<file path="src/rtl/change_dispenser.sv">
// change_dispenser: greedy coin payout (5/2/1 units) with per-denomination
// tube tracking, completion pulse and shortfall flag.
// Optional audit counters (total_paid, short_events) are enabled by defining
// the macro CHANGE_AUDIT_EN.
// Timing assumes PULSE_WIDTH >= 1 and GAP_WIDTH >= 1.
module change_dispenser #(
    parameter int unsigned PULSE_WIDTH = 25000000,
    parameter int unsigned GAP_WIDTH   = 25000000,
    parameter int unsigned TUBE_INIT   = 15
) (
    input  logic       clk,
    input  logic       rst,
    input  logic       change_start,
    input  logic [7:0] change_amount,
    input  logic       refill,
    output logic       busy,
    output logic       done,
    output logic       short_flag,
    output logic       coin_out5,
    output logic       coin_out2,
    output logic       coin_out1,
    output logic [7:0] remaining,
    output logic [3:0] tube5,
    output logic [3:0] tube2,
    output logic [3:0] tube1
`ifdef CHANGE_AUDIT_EN
    ,
    output logic [15:0] total_paid,
    output logic [7:0]  short_events
`endif
);

    localparam logic [3:0]  TUBE_LOAD  = 4'(TUBE_INIT);
    localparam logic [24:0] PULSE_LOAD = 25'((PULSE_WIDTH > 0) ? PULSE_WIDTH - 1 : 0);
    localparam logic [24:0] GAP_LOAD   = 25'((GAP_WIDTH > 0) ? GAP_WIDTH - 1 : 0);

    typedef enum logic [2:0] {
        S_IDLE,
        S_SELECT,
        S_EJECT,
        S_GAP,
        S_FINISH
    } state_t;

    typedef enum logic [1:0] {
        DEN_1,
        DEN_2,
        DEN_5
    } den_t;

    state_t      r_state;
    den_t        r_sel;
    logic [24:0] r_timer;

    den_t        w_den;
    logic        w_found;
    logic [7:0]  w_sel_val;

`ifdef CHANGE_AUDIT_EN
    logic [16:0] w_paid_sum;
`endif

    // Greedy candidate: largest denomination that fits and is in stock
    always_comb begin
        w_den   = DEN_1;
        w_found = 1'b0;
        if (remaining >= 8'd5 && tube5 != 4'd0) begin
            w_den   = DEN_5;
            w_found = 1'b1;
        end else if (remaining >= 8'd2 && tube2 != 4'd0) begin
            w_den   = DEN_2;
            w_found = 1'b1;
        end else if (remaining >= 8'd1 && tube1 != 4'd0) begin
            w_den   = DEN_1;
            w_found = 1'b1;
        end
    end

    // Unit value of the coin currently being ejected
    always_comb begin
        w_sel_val = 8'd1;
        case (r_sel)
            DEN_5:   w_sel_val = 8'd5;
            DEN_2:   w_sel_val = 8'd2;
            default: w_sel_val = 8'd1;
        endcase
    end

`ifdef CHANGE_AUDIT_EN
    // Widened sum so saturation can be detected from the carry bit
    always_comb begin
        w_paid_sum = {1'b0, total_paid} + {9'd0, w_sel_val};
    end
`endif

    // Payout FSM with registered outputs and tube bookkeeping
    always_ff @(posedge clk or posedge rst) begin
        if (rst) begin
            r_state    <= S_IDLE;
            r_sel      <= DEN_1;
            r_timer    <= '0;
            busy       <= 1'b0;
            done       <= 1'b0;
            short_flag <= 1'b0;
            coin_out5  <= 1'b0;
            coin_out2  <= 1'b0;
            coin_out1  <= 1'b0;
            remaining  <= '0;
            tube5      <= TUBE_LOAD;
            tube2      <= TUBE_LOAD;
            tube1      <= TUBE_LOAD;
`ifdef CHANGE_AUDIT_EN
            total_paid   <= '0;
            short_events <= '0;
`endif
        end else begin
            case (r_state)
                S_IDLE: begin
                    done <= 1'b0;
                    if (refill) begin
                        tube5 <= TUBE_LOAD;
                        tube2 <= TUBE_LOAD;
                        tube1 <= TUBE_LOAD;
                    end
                    if (change_start) begin
                        remaining  <= change_amount;
                        short_flag <= 1'b0;
                        busy       <= 1'b1;
                        r_state    <= S_SELECT;
                    end
                end

                S_SELECT: begin
                    if (remaining == 8'd0) begin
                        done    <= 1'b1;
                        r_state <= S_FINISH;
                    end else if (w_found) begin
                        r_sel     <= w_den;
                        r_timer   <= PULSE_LOAD;
                        coin_out5 <= (w_den == DEN_5);
                        coin_out2 <= (w_den == DEN_2);
                        coin_out1 <= (w_den == DEN_1);
                        r_state   <= S_EJECT;
                    end else begin
                        short_flag <= 1'b1;
                        done       <= 1'b1;
                        r_state    <= S_FINISH;
`ifdef CHANGE_AUDIT_EN
                        if (short_events != 8'hFF) begin
                            short_events <= short_events + 8'd1;
                        end
`endif
                    end
                end

                S_EJECT: begin
                    if (r_timer == '0) begin
                        coin_out5 <= 1'b0;
                        coin_out2 <= 1'b0;
                        coin_out1 <= 1'b0;
                        remaining <= remaining - w_sel_val;
                        case (r_sel)
                            DEN_5:   if (tube5 != 4'd0) tube5 <= tube5 - 4'd1;
                            DEN_2:   if (tube2 != 4'd0) tube2 <= tube2 - 4'd1;
                            default: if (tube1 != 4'd0) tube1 <= tube1 - 4'd1;
                        endcase
`ifdef CHANGE_AUDIT_EN
                        total_paid <= w_paid_sum[16] ? 16'hFFFF : w_paid_sum[15:0];
`endif
                        r_timer <= GAP_LOAD;
                        r_state <= S_GAP;
                    end else begin
                        r_timer <= r_timer - 25'd1;
                    end
                end

                S_GAP: begin
                    if (r_timer == '0) begin
                        r_state <= S_SELECT;
                    end else begin
                        r_timer <= r_timer - 25'd1;
                    end
                end

                S_FINISH: begin
                    done    <= 1'b0;
                    busy    <= 1'b0;
                    r_state <= S_IDLE;
                end

                default: begin
                    r_state <= S_IDLE;
                end
            endcase
        end
    end

endmodule
</file>
<file path="config.mk">
export PLATFORM = sky130hd
export DESIGN_NAME = change_dispenser
export DESIGN_NICKNAME = d
export VERILOG_FILES = /design/src/rtl/change_dispenser.sv
export SDC_FILE = /design/constraint.sdc
export NUM_CORES = 1
export LEC_CHECK = 0
export ABC_AREA = 1
export BUFFER_PORTS_ARGS = -buffer_cell sky130_fd_sc_hd__buf_2
export CORE_MARGIN = 4
export CORE_UTILIZATION = 44
export DETAILED_ROUTE_END_ITERATION = 16
export PLACE_DENSITY = 0.74
export SLEW_MARGIN = 40
export SYNTH_ARGS = -nofsm -noshare
export SYNTH_HDL_FRONTEND = slang
export SYNTH_SLANG_ARGS = --single-unit
export TNS_END_PERCENT = 10
</file>
<file path="constraint.sdc">
create_clock -name clk -period 2.5 [get_ports clk]
set_input_delay 0.25 -clock clk [delete_from_list [all_inputs] [get_ports clk]]
set_output_delay 0.25 -clock clk [all_outputs]
set_load 0.02 [all_outputs]
</file>
==> flow_summary.json, run 1 <==
{
  "cts_tree": "built",
  "min_period_over_period_pct": 88.0,
  "rows": 33,
  "area_growth_pct": 9.77,
  "dr.first_iter.drc_count": 251,
  "yosys-top-cells-area": "dfrtp_1 (28%), nand2_1 (18%), dfstp_2 (8.2%)",
  "fin_tns_setup_ps": 0,
  "start_util_pct": 46.1,
  "dpl.hpwl_mm": 6.78,
  "vias_per_cell": 5.31,
  "cts_buffer_depth": 2,
  "slew_violations": 0,
  "cts.htree.levels": 2,
  "cts_setup_buffers": 0,
  "synth_edf_count": 0,
  "min-delay-path-class": "primary input to flop",
  "ioPinCount": 38,
  "cp-end-kind": "flop",
  "setup_viol_count_final": 0,
  "syn_nets": 577,
  "grt_pass1_wl_mm": 15.8,
  "antenna_found_initial": 0,
  "outcome": "complete, no violations",
  "ir_drop_mv": 0.192,
  "avgSynthCellArea_sq_um": 6.98,
  "holdWs_ps": 186,
  "worstPathRequired_ps": 2710,
  "gp_congestion": 0.898,
  "route.detailed.drc": 0,
  "vias": 3704,
  "leakagePower_nw": 2.22,
  "first_pass_iters": 5,
  "power_density_nw_per_um2": 348,
  "tritoncts.num_buffers": 5,
  "critPathArrivalTime_ps": 2410,
  "syn_inst": 554,
  "hold_buffers": 1,
  "synth.yosys.seq_area_share_pct": 36.6,
  "synth_most_common_cell": "nand2_1",
  "gr-total-overflow": 0,
  "yosysTopAreaCell": "dfrtp_1",
  "final_util_pct": 50.6,
  "synth_cell_types": 39,
  "fmax_mhz": 454,
  "die_area_sq_um": 10400,
  "syn-cell-area_sq_um": 3870,
  "placed_area_sq_um": 4140,
  "nets": 614,
  "root_buffer": "clkbuf_8",
  "dp_cells": 688,
  "max_slew_margin_pct": 68.1,
  "grt_max_degree": 25,
  "finalWirelength_mm": 9.27,
  "skew_ps": 10.9,
  "grt_pass1_vias": 3314,
  "fillCellCount": 849,
  "io_buffers": 37,
  "ctsResizeCount": 0,
  "insertion_delay_ps": 330,
  "core_area_sq_um": 8380,
  "path_class": "flop to flop",
  "synth_top_area_share_pct": 28.5,
  "seq_area_sq_um": 1420,
  "drive_above_1_share_pct": 15.9,
  "worstMarginPinSlew_ps": 477,
  "wl_per_cell_um": 13.3,
  "hold_viol_final": 0,
  "synth-main-ff-cell": "dfrtp_1",
  "clock-sinks": 56,
  "synth_common_cells": "nand2_1 (183), inv_1 (58), nor2_1 (58)",
  "start_kind": "flop",
  "die_y_um": 102,
  "period_needed_ps": 2200,
  "num_antenna_cells": 0,
  "synth-seq-cells": 56,
  "grt_use_total_pct": 18.7,
  "ys_warn_count": 0,
  "ant_nets": 0,
  "cp_max_fo": 3,
  "async_flop_share_pct": 100,
  "rsz0062_at_grt": "no",
  "die_w_um": 102,
  "clk_pin_slew_worst_paths_ps": 110,
  "instances_no_fill": 697,
  "multi_input_area_sq_um": 2140,
  "cap_violations": 0,
  "finish.instance_area_sq_um": 4240
}
-- cell families (layout without fill, tap and decap cells) --
kind of cell    after synthesis  count (layout)  share of synthesized area (%)
compound gates               54              54                           8.12
xor+xnor                     12              12                           2.72
fa+ha+maj                    11              11                           3.75
buf+inv                      75             113                           8.09
flops                        56              56                           36.6
simple gates                346             346                           40.7
-- layout make-up --
class                   count  area share, %
inverters                  62           5.54
clock inverters             3          0.531
multi-input cells         423           50.4
well taps                 105           3.10
flip-flops and latches     56           33.4
repair buffers             43           5.48
clock buffers               5           1.62
-- worst paths after layout --
check | start | endpoint | slack (ps) | depth (start not counted)
min reg2reg | coin_out2$_DFFE_PP0P_ | coin_out2$_DFFE_PP0P_ | 470 | 2
max in group asynchronous | rst | tube2[3]$_DFFE_PP1P_ | 1360 | 4
max | r_sel[1]$_DFFE_PP0P_ | remaining[6]$_DFFE_PP0P_ | 300 | 9
max reg2reg | r_sel[1]$_DFFE_PP0P_ | remaining[6]$_DFFE_PP0P_ | 300 | 9
min | change_amount[2] | remaining[2]$_DFFE_PP0P_ | 190 | 3
min in group asynchronous | rst | r_timer[5]$_DFFE_PP0P_ | 450 | 3
-- sequential cells by signal (all words and copies together) (netlist names) --
signal      cells
r_timer        25
remaining       8
tube1           4
tube2           4
tube5           4
r_state         3
r_sel           2
busy            1
coin_out1       1
coin_out2       1
coin_out5       1
done            1
short_flag      1
-- critical path, cell delays in order (launching register included) --
cell and delay (ps):
dfrtp_1 400, inv_1 70, ha_1 210, inv_1 90, ha_1 210, fa_1 410
o21ai_0 320, nor3_1 110, a22oi_1 160, o21ai_0 100
-- placed cells by master, fill, tap and decap left out, types with 2 or more instances in the layout --
master    synthesis  final
nand2_1         183    183
nor2_1           58     58
inv_1            58     57
nand3_1          56     56
dfrtp_1          44     44
buf_2             5     37
o21ai_0          30     30
nand4_1          12     12
dfstp_2          12     12
xor2_1           10     10
ha_1             10     10
nand3b_1          8      8
a21oi_1           8      8
nor2_2            8      8
o21ai_2           6      6
nor2_4            6      6
clkbuf_8          0      5
buf_4             2      5
inv_2             3      4
o211ai_1          3      3
nor3_1            3      3
or2_0             3      3
a22oi_1           2      2
xnor2_1           2      2
a31oi_1           2      2
nand2_2           2      2
-- stage by stage --
stage          total power, mW  worst slack (ps)
2_1_floorplan            0.936               564
3_3_place_gp             0.954               459
3_5_place_dp             0.955               335
4_1_cts                   1.50               316
5_1_grt                   1.53               125
6_report                  1.48               299
-- routing by layer --
metal / track usage, % / vias up / wire (um) / share of wire, %
met3: 2.34 / 14 / 363 / 3.9
li1: - / 1843 / - / -
met1: 27.0 / 1758 / 4540 / 49
met5: 0 / - / 0 / 0
met2: 29.4 / 89 / 4210 / 45
met4: 5.62 / 0 / 155 / 1.7
-- where the power goes --
group	leakage (nW)	switching, mW	internal, mW	total (mW)
clock network	0.0485	0.336	0.202	0.539
registers	0.621	0	0.906	0.906
logic	1.55	0.0223	0.00925	0.0316
total	2.22	0.359	1.12	1.48
Power figures use the tool's default switching activity.
==> inputs of run 2 (changes only) <==
--- a/config.mk
+++ b/config.mk
@@ -10,6 +10,7 @@
 export CORE_MARGIN = 4
 export CORE_UTILIZATION = 44
 export DETAILED_ROUTE_END_ITERATION = 16
+export GPL_TIMING_DRIVEN = 0
 export PLACE_DENSITY = 0.74
 export SLEW_MARGIN = 40
 export SYNTH_ARGS = -nofsm -noshare
==> run 2 against run 1 <==
  * Global-route usage is 0.67 points higher
  * Clock skew down 2.3 ps
  * Die area unchanged
  * Final cell count is 1.3% higher
  * Combinational power rose by 4%
  * Worst hold slack improved by 3.3 ps
  * Utilization increased by 0.81 points
  * Flip-flop and latch count unchanged
  * Setup slack worse by 17 ps
  * Final area up 1.6%
  * Critical path type unchanged
  * Critical endpoint unchanged
  * Largest cell class unchanged
  * Highest routed layer unchanged
==> flow_summary.json, run 2 (synthesis results as in run 1) <==
{
  "antenna_found_initial": 0,
  "p_int_mw": 1.15,
  "root_buffer": "clkbuf_8",
  "min_period_over_period_pct": 88.7,
  "drive_above_1_share_pct": 16.5,
  "start_util_pct": 46.1,
  "min-delay-path-class": "primary input to flop",
  "die_area_sq_um": 10400,
  "dr.first_iter.drc_count": 276,
  "die_y_um": 102,
  "fin_tns_setup_ps": 0,
  "ctsResizeCount": 0,
  "fmax_mhz": 451,
  "skew_ps": 8.60,
  "nets": 623,
  "dp_cells": 697,
  "grt_use_total_pct": 19.4,
  "start_kind": "flop",
  "route.detailed.drc": 0,
  "ioPinCount": 38,
  "io_buffers": 37,
  "tritoncts.num_buffers": 5,
  "largest_reg_flops": 25,
  "cts_tree": "built",
  "path_cells": "inv_1 -> ha_1 -> inv_1 -> ha_1 -> fa_1 -> o21ai_0 -> nor3_1 -> a22oi_1 -> o21ai_0",
  "clock-sinks": 56,
  "power_density_nw_per_um2": 346,
  "largest-register": "r_timer",
  "seq_area_sq_um": 1420,
  "p_switching_mw": 0.346,
  "grt_max_degree": 36,
  "switching_share_pct": 23.2,
  "worstPathRequired_ps": 2710,
  "dpl.hpwl_mm": 7.15,
  "vias": 3701,
  "ir_drop_mv": 0.195,
  "ant_nets": 0,
  "grt_pass1_wl_mm": 16.3,
  "reg2reg_depth": 9,
  "holdPathStages": 3,
  "cts_buffer_depth": 2,
  "cap_violations": 0,
  "core_area_sq_um": 8380,
  "path_class": "flop to flop",
  "first_pass_iters": 5,
  "rows": 33,
  "hold_buffers": 1,
  "largest_registers": "r_timer (25), remaining (8)",
  "multi_input_area_sq_um": 2140,
  "slowest_stage": "dfrtp_1",
  "cpPeakStageDelay_ps": 400,
  "p_seq_share_pct": 60.8,
  "gr-total-overflow": 0,
  "instances_no_fill": 706,
  "final_util_pct": 51.4,
  "p_comb_share_pct": 2.2,
  "rsz0062_at_grt": "no",
  "insertion_delay_ps": 320,
  "hold_viol_final": 0,
  "setup_viol_count_final": 0,
  "outcome": "complete, no violations",
  "clkPwrFrac_pct": 37.0,
  "power.total_mw": 1.49,
  "leakagePower_nw": 2.25,
  "finalWirelength_mm": 9.50,
  "vias_per_cell": 5.24,
  "layout_setup_ws_ps": 281,
  "period_needed_ps": 2220,
  "gp_congestion": 0.854,
  "layout_commonest_cell": "nand2_1",
  "max_slew_margin_pct": 59.0,
  "slew_violations": 0,
  "worstMarginPinSlew_ps": 616,
  "num_antenna_cells": 0,
  "cts.htree.levels": 2,
  "wl_per_cell_um": 13.5,
  "die_w_um": 102,
  "critPathArrivalTime_ps": 2430,
  "grt_pass1_vias": 3472,
  "layout_common_cells": "nand2_1 (183), nor2_1 (58), inv_1 (57)",
  "clk_pin_slew_worst_paths_ps": 110,
  "area_growth_pct": 11.5,
  "cts_setup_buffers": 0,
  "cp-end-kind": "flop",
  "fillCellCount": 795,
  "cp_max_fo": 3,
  "place_ws_ps": 336
}
run 2: cell count changes in the layout (fill, tap and decap cells not counted):
cell      before  now
inv_4          1    2
clkbuf_8       5    6
clkbuf_1       0    4
buf_4          5    2
buf_2         37   42
buf_6          0    2
buf_12         0    1
clkinv_4       1    0
inv_2          4    3
run 2: path summary, 6_finish.rpt:
| kind | startpoint | endpoint | slack [ps] |
|---|---|---|---|
| worst max-delay path | r_sel[1]$_DFFE_PP0P_ | remaining[6]$_DFFE_PP0P_ | 280 |
| worst min-delay path | change_amount[2] | remaining[2]$_DFFE_PP0P_ | 190 |
| worst max register to register | r_sel[1]$_DFFE_PP0P_ | remaining[6]$_DFFE_PP0P_ | 280 |
| worst min register to register | coin_out2$_DFFE_PP0P_ | coin_out2$_DFFE_PP0P_ | 470 |
| max in group asynchronous | rst | tube5[1]$_DFFE_PP1P_ | 1530 |
| min in group asynchronous | rst | r_timer[5]$_DFFE_PP0P_ | 420 |
run 2: worst max-delay path: cells and delay by family (launching register included):
kind | cells | cell delay, ps
adders and majority gates | 3 | 880
buffers and inverters | 2 | 170
and+or+nand+nor | 1 | 110
AOI/OAI and AO/OA | 3 | 560
DFF | 1 | 400
run 2: power by group through the flow:
stage	clock network, mW	logic, mW	registers, mW
floorplan	0	0.0131	0.923
global placement	0	0.0283	0.923
detailed placement	0	0.0334	0.923
global route	0.604	0.0388	0.907
finish	0.552	0.0328	0.906
CTS	0.570	0.0348	0.906
run 2: layer usage:
metal	wire length (um)	track usage (%)	part of all wire, %	vias up
li1	-	-	-	1871
met1	4580	27.4	48	1717
met2	4330	31.3	46	97
met3	438	2.62	4.6	16
met4	148	5.01	1.6	0
met5	0	0	0	-
run 2: layout make-up:
type / instances / share of cell area [%]
flip-flops and latches: 56 / 32.8
clock inverters: 2 / 0.319
clock buffers: 6 / 1.92
inverters: 62 / 5.51
multi-input cells: 423 / 49.6
repair buffers: 39 / 4.99
well taps: 105 / 3.05
plain buffers: 13 / 1.80
run 2: per-stage QoR:
stage	cell area, sq um	hold WS (ps)
after global routing	4310	185
final	4310	189
after detailed placement	4210	231
after floorplan	3870	406
after global placement	4180	453
after CTS	4310	184
